### config.mk
export PLATFORM = sky130hd
export DESIGN_NAME = bram_stream_fifo
export DESIGN_NICKNAME = d
export VERILOG_FILES = /design/src/rtl/bram_stream_fifo.sv
export SDC_FILE = /design/constraint.sdc
export NUM_CORES = 1
export LEC_CHECK = 0
export CAP_MARGIN = 20
export CORE_MARGIN = 8
export CORE_UTILIZATION = 60
export CTS_BUF_LIST = sky130_fd_sc_hd__clkbuf_8
export DETAILED_ROUTE_END_ITERATION = 10
export PLACE_DENSITY = 0.79
export SLEW_MARGIN = 20
export SYNTH_ARGS = -nofsm -noshare
export SYNTH_HDL_FRONTEND = slang
export SYNTH_SLANG_ARGS = --single-unit
### constraint.sdc
create_clock -name clk -period 5.8 [get_ports clk]
set_clock_uncertainty 0.05 [all_clocks]
set_input_delay 1.16 -clock clk [delete_from_list [all_inputs] [get_ports clk]]
set_output_delay 1.16 -clock clk [all_outputs]
set_load 0.01 [all_outputs]
### src/rtl/bram_stream_fifo.sv
`timescale 1ns/1ps
// -----------------------------------------------------------------------------
// bram_stream_fifo
//
// First-word-fall-through valid/ready FIFO. Storage is a 1R/1W block RAM with a
// registered read port. A small output stage sits behind the RAM: the RAM
// output register, a skid register and the output register. The stage is
// prefetched so that a consumer can pop every cycle, even straight after a
// stall, without bubbles. Every accepted word is counted in `count`, whether it
// is in the RAM, in flight on the read port or in the output stage.
//
// Ports
//   clk          rising-edge clock
//   reset_n      asynchronous active-low reset
//   in_valid     producer has a word on in_data
//   in_ready     FIFO accepts a word this cycle (count < DEPTH, out of reset)
//   in_data      write data
//   out_valid    out_data holds the oldest entry
//   out_ready    consumer takes out_data this cycle
//   out_data     registered read data
//   count        entries accepted and not yet popped
//   almost_full  registered flag, count >= ALMOST_FULL
// -----------------------------------------------------------------------------
module bram_stream_fifo #(
  parameter int WIDTH       = 8,
  parameter int DEPTH       = 16,
  parameter int ALMOST_FULL = 12,
  localparam int AW         = $clog2(DEPTH),
  localparam int CW         = $clog2(DEPTH + 1)
) (
  input  logic             clk,
  input  logic             reset_n,
  input  logic             in_valid,
  output logic             in_ready,
  input  logic [WIDTH-1:0] in_data,
  output logic             out_valid,
  input  logic             out_ready,
  output logic [WIDTH-1:0] out_data,
  output logic [CW-1:0]    count,
  output logic             almost_full
);

  logic [WIDTH-1:0] mem [DEPTH];
  logic [AW-1:0]    wr_ptr;
  logic [AW-1:0]    rd_ptr;
  logic [CW-1:0]    count_q;
  logic [CW-1:0]    count_next;
  logic             run_q;

  // Output stage: RAM read register (rd_*), skid register and output register.
  logic             rd_valid;
  logic [WIDTH-1:0] rd_data;
  logic             skid_valid;
  logic [WIDTH-1:0] skid_data;
  logic             out_valid_q;
  logic [WIDTH-1:0] out_data_q;

  logic       push;
  logic       pop;
  logic [1:0] stage_occ;
  logic       stage_full;
  logic       rd_en;
  logic       rd_take;

  assign in_ready  = run_q && (count_q < CW'(DEPTH));
  assign push      = in_valid && in_ready;
  assign pop       = out_valid_q && out_ready;

  assign stage_occ  = 2'(out_valid_q) + 2'(skid_valid) + 2'(rd_valid);
  assign stage_full = out_valid_q && skid_valid;

  // Words still in the RAM = count minus words already in the stage. A read is
  // issued only if the returning word has a home without relying on a pop:
  // either the read register is empty, or its current word can move into the
  // skid/output pair. Because the RAM is never full while a push is accepted,
  // a read with RAM words pending never targets the address being written.
  assign rd_en   = (count_q > CW'(stage_occ)) && (!rd_valid || !stage_full);
  assign rd_take = rd_valid && (!stage_full || pop);

  // NOTE: every signal assigned in always_comb gets a default first so that no
  // path leaves it unassigned and a latch is inferred.
  always_comb begin
    count_next = count_q;
    if (push && !pop) begin
      count_next = count_q + CW'(1);
    end else if (pop && !push) begin
      count_next = count_q - CW'(1);
    end
  end

  // NOTE: the RAM array and its read register have no reset so they map onto
  // block RAM; their contents are meaningless until the valid flags say so.
  always_ff @(posedge clk) begin
    if (push) begin
      mem[wr_ptr] <= in_data;
    end
    if (rd_en) begin
      rd_data <= mem[rd_ptr];
    end
  end

  // NOTE: all sequential state uses non-blocking assignments so every register
  // samples pre-edge values regardless of statement order.
  always_ff @(posedge clk or negedge reset_n) begin
    if (!reset_n) begin
      run_q       <= 1'b0;
      wr_ptr      <= '0;
      rd_ptr      <= '0;
      count_q     <= '0;
      almost_full <= 1'b0;
      rd_valid    <= 1'b0;
    end else begin
      run_q       <= 1'b1;
      count_q     <= count_next;
      almost_full <= (count_next >= CW'(ALMOST_FULL));
      if (push) begin
        wr_ptr <= wr_ptr + AW'(1);
      end
      if (rd_en) begin
        rd_ptr   <= rd_ptr + AW'(1);
        rd_valid <= 1'b1;
      end else if (rd_take) begin
        rd_valid <= 1'b0;
      end
    end
  end

  // Skid/output pair behaves as a two-entry FIFO: out is the head, skid the
  // tail. The skid register is only ever valid while the output is valid.
  always_ff @(posedge clk or negedge reset_n) begin
    if (!reset_n) begin
      out_valid_q <= 1'b0;
      out_data_q  <= '0;
      skid_valid  <= 1'b0;
      skid_data   <= '0;
    end else if (pop) begin
      if (skid_valid) begin
        out_data_q <= skid_data;
        if (rd_take) begin
          skid_data <= rd_data;
        end else begin
          skid_valid <= 1'b0;
        end
      end else if (rd_take) begin
        out_data_q <= rd_data;
      end else begin
        out_valid_q <= 1'b0;
      end
    end else if (!out_valid_q) begin
      if (rd_take) begin
        out_valid_q <= 1'b1;
        out_data_q  <= rd_data;
      end
    end else if (!skid_valid) begin
      if (rd_take) begin
        skid_valid <= 1'b1;
        skid_data  <= rd_data;
      end
    end
  end

  assign out_valid = out_valid_q;
  assign out_data  = out_data_q;
  assign count     = count_q;

endmodule
# Word-level counts from Yosys, hierarchy flattened
# Memories as Yosys holds them, arrays and structs flattened. A register that Yosys moved wholly into a read port is not among the register bits.
# Cells that the tools add are included.
dict set report classes {
  n_addsub 6
  magnitude_cmp 3
  eq_ne 5
  mux 24
  reduce_logical 18
}
# operator count
set ops {}
lappend ops {{8-bit two-way mux} 9}
lappend ops {{1-bit two-way mux} 13}
lappend ops {{5-bit two-way mux} 2}
lappend ops {{4-bit by 1-bit adder with 4-bit output, second input constant} 2}
lappend ops {{1-bit logical AND} 8}
lappend ops {{2-bit inequality test, second input constant} 3}
lappend ops {{5-bit by 1-bit adder with 5-bit output, second input constant} 1}
lappend ops {{5-bit by 4-bit greater-or-equal comparator with 1-bit output, second input constant} 1}
lappend ops {{5-bit by 2-bit > comparator with 1-bit output} 1}
lappend ops {{5-bit < comparator, second input constant} 1}
lappend ops {{5-bit by 1-bit subtractor with 5-bit output, second input constant} 1}
lappend ops {{1-bit zero test} 4}
lappend ops {{2-bit by 1-bit inequality test with 1-bit output, second input constant} 2}
lappend ops {{2-bit nonzero test} 2}
lappend ops {{3-bit AND reduction} 1}
lappend ops {{1-bit by 1-bit adder with 2-bit output} 1}
lappend ops {{2-bit by 1-bit adder with 2-bit output} 1}
lappend ops {{1-bit logical OR} 2}
lappend ops {{2-bit AND reduction} 1}
dict set report word_totals {
  register_bits 34
  ramBits 128
  input_bits 12
  output_inout_bits 16
  wordCells 67
  mem_count 1
}
# name words word_bits rd rd_clocked_by_memory_dff wr line
set mem_list {}
lappend mem_list {mem 16 8 1 1 1 43} ;# logic [WIDTH-1:0] mem [DEPTH];

# Depth between registers and ports, before layout
dict set report logic_depth {
  word_depth 8
  depth_mapped 7
  depth_no_buf 7
}

# Worst setup path after synthesis
# Ideal clock, no wire load.
dict set report synth_timing {
  path_type {input to register}
  from {input port out_ready}
  to {register skid_data[0]}
  setup_ns 0.125
  arrival_ns 2.581
  required_ns 5.625
  path_slack_ns 3.044
  stages 5
  path_buffers 1
  cell_sequence {and2_1 -> buf_4 -> ha_1 -> a211oi_4 -> mux2_4}
}
dict set report synth_between {
  elab_chain_cells 7
  word_cells_on_any_way 12
  classes_between {eq/ne (2); mux (5); reduce/logical (5)}
}
# item line
set synth_lines {}
lappend synth_lines {{start: declaration} 37} ;# input logic out_ready,
lappend synth_lines {{1-bit logical AND (*)} 67} ;# assign pop = out_valid_q && out_ready;
lappend synth_lines {{1-bit logical OR} 78} ;# assign rd_take = rd_valid && (!stage_full || pop);
lappend synth_lines {{1-bit logical AND} 78}
lappend synth_lines {{8-bit two-way mux (3 in a row)} --}
lappend synth_lines {{8-bit two-way mux} 136} ;# end else if (pop) begin
lappend synth_lines {{end signal: assignment} 140} ;# skid_data <= rd_data;
lappend synth_lines {{end signal: assignment} 157} ;# skid_data <= rd_data;
lappend synth_lines {{end: declaration} 54} ;# logic [WIDTH-1:0] skid_data;
# Every way passes the cells marked *; elsewhere a longest branch is shown, timed or not. The select of a mux whose other input is x is not followed.
# A chain may end at the register's enable or synchronous reset.

# Worst setup path after layout
dict set report layout_timing {
  from {input port in_valid}
  to {memory mem[0][4] (enable)}
}
dict set report layout_between {
  elab_chain_cells 3
}
# item line
set layout_lines {}
lappend layout_lines {{start: declaration} 33} ;# input logic in_valid,
lappend layout_lines {{1-bit logical AND} 66} ;# assign push = in_valid && in_ready;
lappend layout_lines {{1-bit two-way mux} 94} ;# if (push) begin
lappend layout_lines {{1-bit two-way mux (implied by the code)} 95} ;# mem[wr_ptr] <= in_data;
lappend layout_lines {{end: declaration} 43}
# No other way between the ends.

==> out/results.txt <==
post-DP HPWL: 9220 microns
global route hottest layer: met2
CTS buffer count: 17
worst relative slew slack: 31.4%
Final Max Slew Viols: 0
Yosys top cell by area: edfxtp_1
Synth warnings: 0
Post-synth EDFFs: 136
#FFs+latches synth: 170
initial DRC count: 303
GR Overflow Total: 0
layout overhead on the synthesized area: 10.1%
clk sinks: 170
drt wl/cell: 22.9 microns
largest net degree at the start of global routing: 35
met1 usage: 23.4%
Post-Route WL: 13800 microns
Die Height: 125 microns
synth top area cells: edfxtp_1 (58%), dfrtp_1 (12%), mux4_2 (5.1%), mux2i_1 (4.5%), a221oi_2 (2.8%)
Setup crit start kind: input pin
Cells after Synth: 419
total number of vias: 3839
Nets: 470
most common cell in the netlist: edfxtp_1
Net Count, Synth: 442
Worst setup startpoint: in_valid
status: finished clean
fraction of layout cells with a size suffix above 1: 17.8%
post-synth top area share: 57.6%
flop-to-flop setup slack: 3.19 ns
mean post-synth cell area: 16.9 sq um
worst stage delay on the critical path: 0.82 ns
crit-path cells: clkdlybuf4s50_1 -> and3b_1 -> nand2_1 -> nor3_1
starting density of the core: 61.8%
endpoints failing hold: 0
CTS tree: built
crit path to: mem[0][4]
H-tree depth: 4
Cell Pwr Density: 504 nW/um^2
Synth async-reset ratio: 20.0%
number of diodes: 0
DR DRC count: 0
Worst EP required: 5.82 ns
routing usage on met3: 4.51%
Post-CTS Setup Repair Bufs: 0
Leak: 2.76 nW
Placeable Area: 11500 sq um
Hold Crit Class: reg -> reg
Yosys cell types: 50
IR drop worst, VDD: 0.000284 V
RSZ-0062 raised after global routing: false
Detail Route Antenna Nets: 0
worst reg2reg path startpoint: rd_ptr[0]
mapped cell area: 7090 sq um
setup violators final: 0
Tot Pwr: 0.00393 W
die area: 15500 sq um
Period minus WS final: 3.29 ns
post-synthesis sequential area ratio: 69.6%
ys flop type: edfxtp_1
GRT Overall Usage: 18.1%
Tcrit/Tclk final: 56.7%
Root Buffer: clkbuf_8
initial antenna violation count: 0
Chip Width: 125 microns
WP data arrival: 3.31 ns
# hold bufs at CTS: 0
crit path capture type: flip-flop
RR Endpoint: rd_data[3]
synth cell count leaders: edfxtp_1 (136), dfrtp_1 (34), mux2i_1 (32)
GR Util met2: 28.4%
global-route wire length before repair: 21600 microns
R2R cell count: 4
CTS Buffer Depth: 2
Ports: 28
number of global-route vias before repair: 3933
fill count: 712
clk slew on worst S/H paths: 0.09 ns
f_max: 304 MHz
total negative setup slack: 0 ns
CP Max Fanout: 13
maxcap violations: 0
worst slew pin tran: 1.02 ns
Port-buffer cells: 27
Clk Latency, worst-skew pair: 0.45 ns
CP max-delay cell: nor3_1
post-CTS resize count: 0
cell row count: 39
DRT Pass-1 Iters: 4
RD Place Congestion: 0.957
critical path class: in -> reg
via/cell ratio: 6.37
routing by layer:
| layer | vias to the layer above | share of wire, % | routed length (microns) |
|---|---|---|---|
| li1 | 1689 | - | - |
| met1 | 1932 | 41 | 5660 |
| met2 | 191 | 49 | 6740 |
| met3 | 27 | 7.7 | 1070 |
| met4 | 0 | 2.4 | 334 |
| met5 | - | 0 | 0 |
where the power goes:
part | total [W] | leakage [nW] | switching (W) | internal (W)
Clock | 0.000831 | 0.204 | 0.000441 | 0.000390
Combinational | 0.00133 | 0.940 | 0.000697 | 0.000632
Sequential | 0.00177 | 1.62 | 0.000242 | 0.00153
Total | 0.00393 | 2.76 | 0.00138 | 0.00255
placed cells by master, fill, tap and decap left out, types with 8 or more instances in the layout:
cell type	count
a21oi_1	11
inv_1	9
nand2_1	20
a22oi_1	8
ha_1	10
edfxtp_1	136
nor2_1	22
a221oi_2	13
clkbuf_8	17
o21ai_0	11
mux2i_1	32
o22ai_1	10
clkdlybuf4s50_1	27
dfrtp_1	33
mux4_2	16
mux2_4	8
through the flow:
| stage | std cells | instance area (sq um) | utilization [%] | worst slack [ns] | hold slack, ns |
|---|---|---|---|---|---|
| floorplan | 419 | 7090 | - | 3.04 | 0.432 |
| global placement | 571 | 7400 | 64.5 | 2.15 | 0.450 |
| detailed placement | 571 | 7400 | 64.5 | 2.01 | 0.451 |
| CTS | 603 | 7790 | 68.0 | 2.48 | 0.477 |
| global route | 603 | 7800 | 68.1 | 2.36 | 0.490 |
| finish | 603 | 7800 | 68.1 | 2.51 | 0.477 |
how the worst min path moves through the flow:
stage / startpoint / end / slack (ns) / cells past startpoint
floorplan: skid_data[0] / skid_data[0] / 0.43 / 1
global placement: rd_data[3] / skid_data[3] / 0.45 / 1
detailed placement: skid_data[4] / skid_data[4] / 0.45 / 1
CTS: rd_data[1] / skid_data[1] / 0.48 / 1
global route: skid_data[1] / skid_data[1] / 0.49 / 1
finish: rd_data[1] / skid_data[1] / 0.48 / 1
cells by family after synthesis:
group	count (synthesis)	share of synthesized area, %
DFF	170	69.6
AOI/OAI and AO/OA	70	8.21
and+or+nand+nor	69	4.64
muxes	57	11.5
buffers and inverters	32	2.84
adders and majority gates	11	2.05
xor gates and xnor gates	9	1.11
other	1	0.0529
cell type report:
cell class	count	area, sq um	area share [%]
clock buffer	17	234	3.00
clock inverter	15	161	2.07
inverter	11	41.3	0.529
multi-input combinational	217	1960	25.1
sequential	170	4940	63.2
tap	143	179	2.29
timing repair buffer	30	293	3.75
registers in the layout, indices dropped and copies added, names as in the netlist:
name and count:
almost_full 1, count 5, mem 128, out_data 8, out_valid 1, rd_data 8, rd_ptr 4, rd_valid 1
run_q 1, skid_data 8, skid_valid 1, wr_ptr 4
worst max-delay path: cells and delay by family:
| kind | cells | cell delay, ns |
|---|---|---|
| AND/OR/NAND/NOR | 3 | 1.61 |
| buffers and inverters | 1 | 0.53 |
No activity file was read; power rests on OpenSTA's default activity.
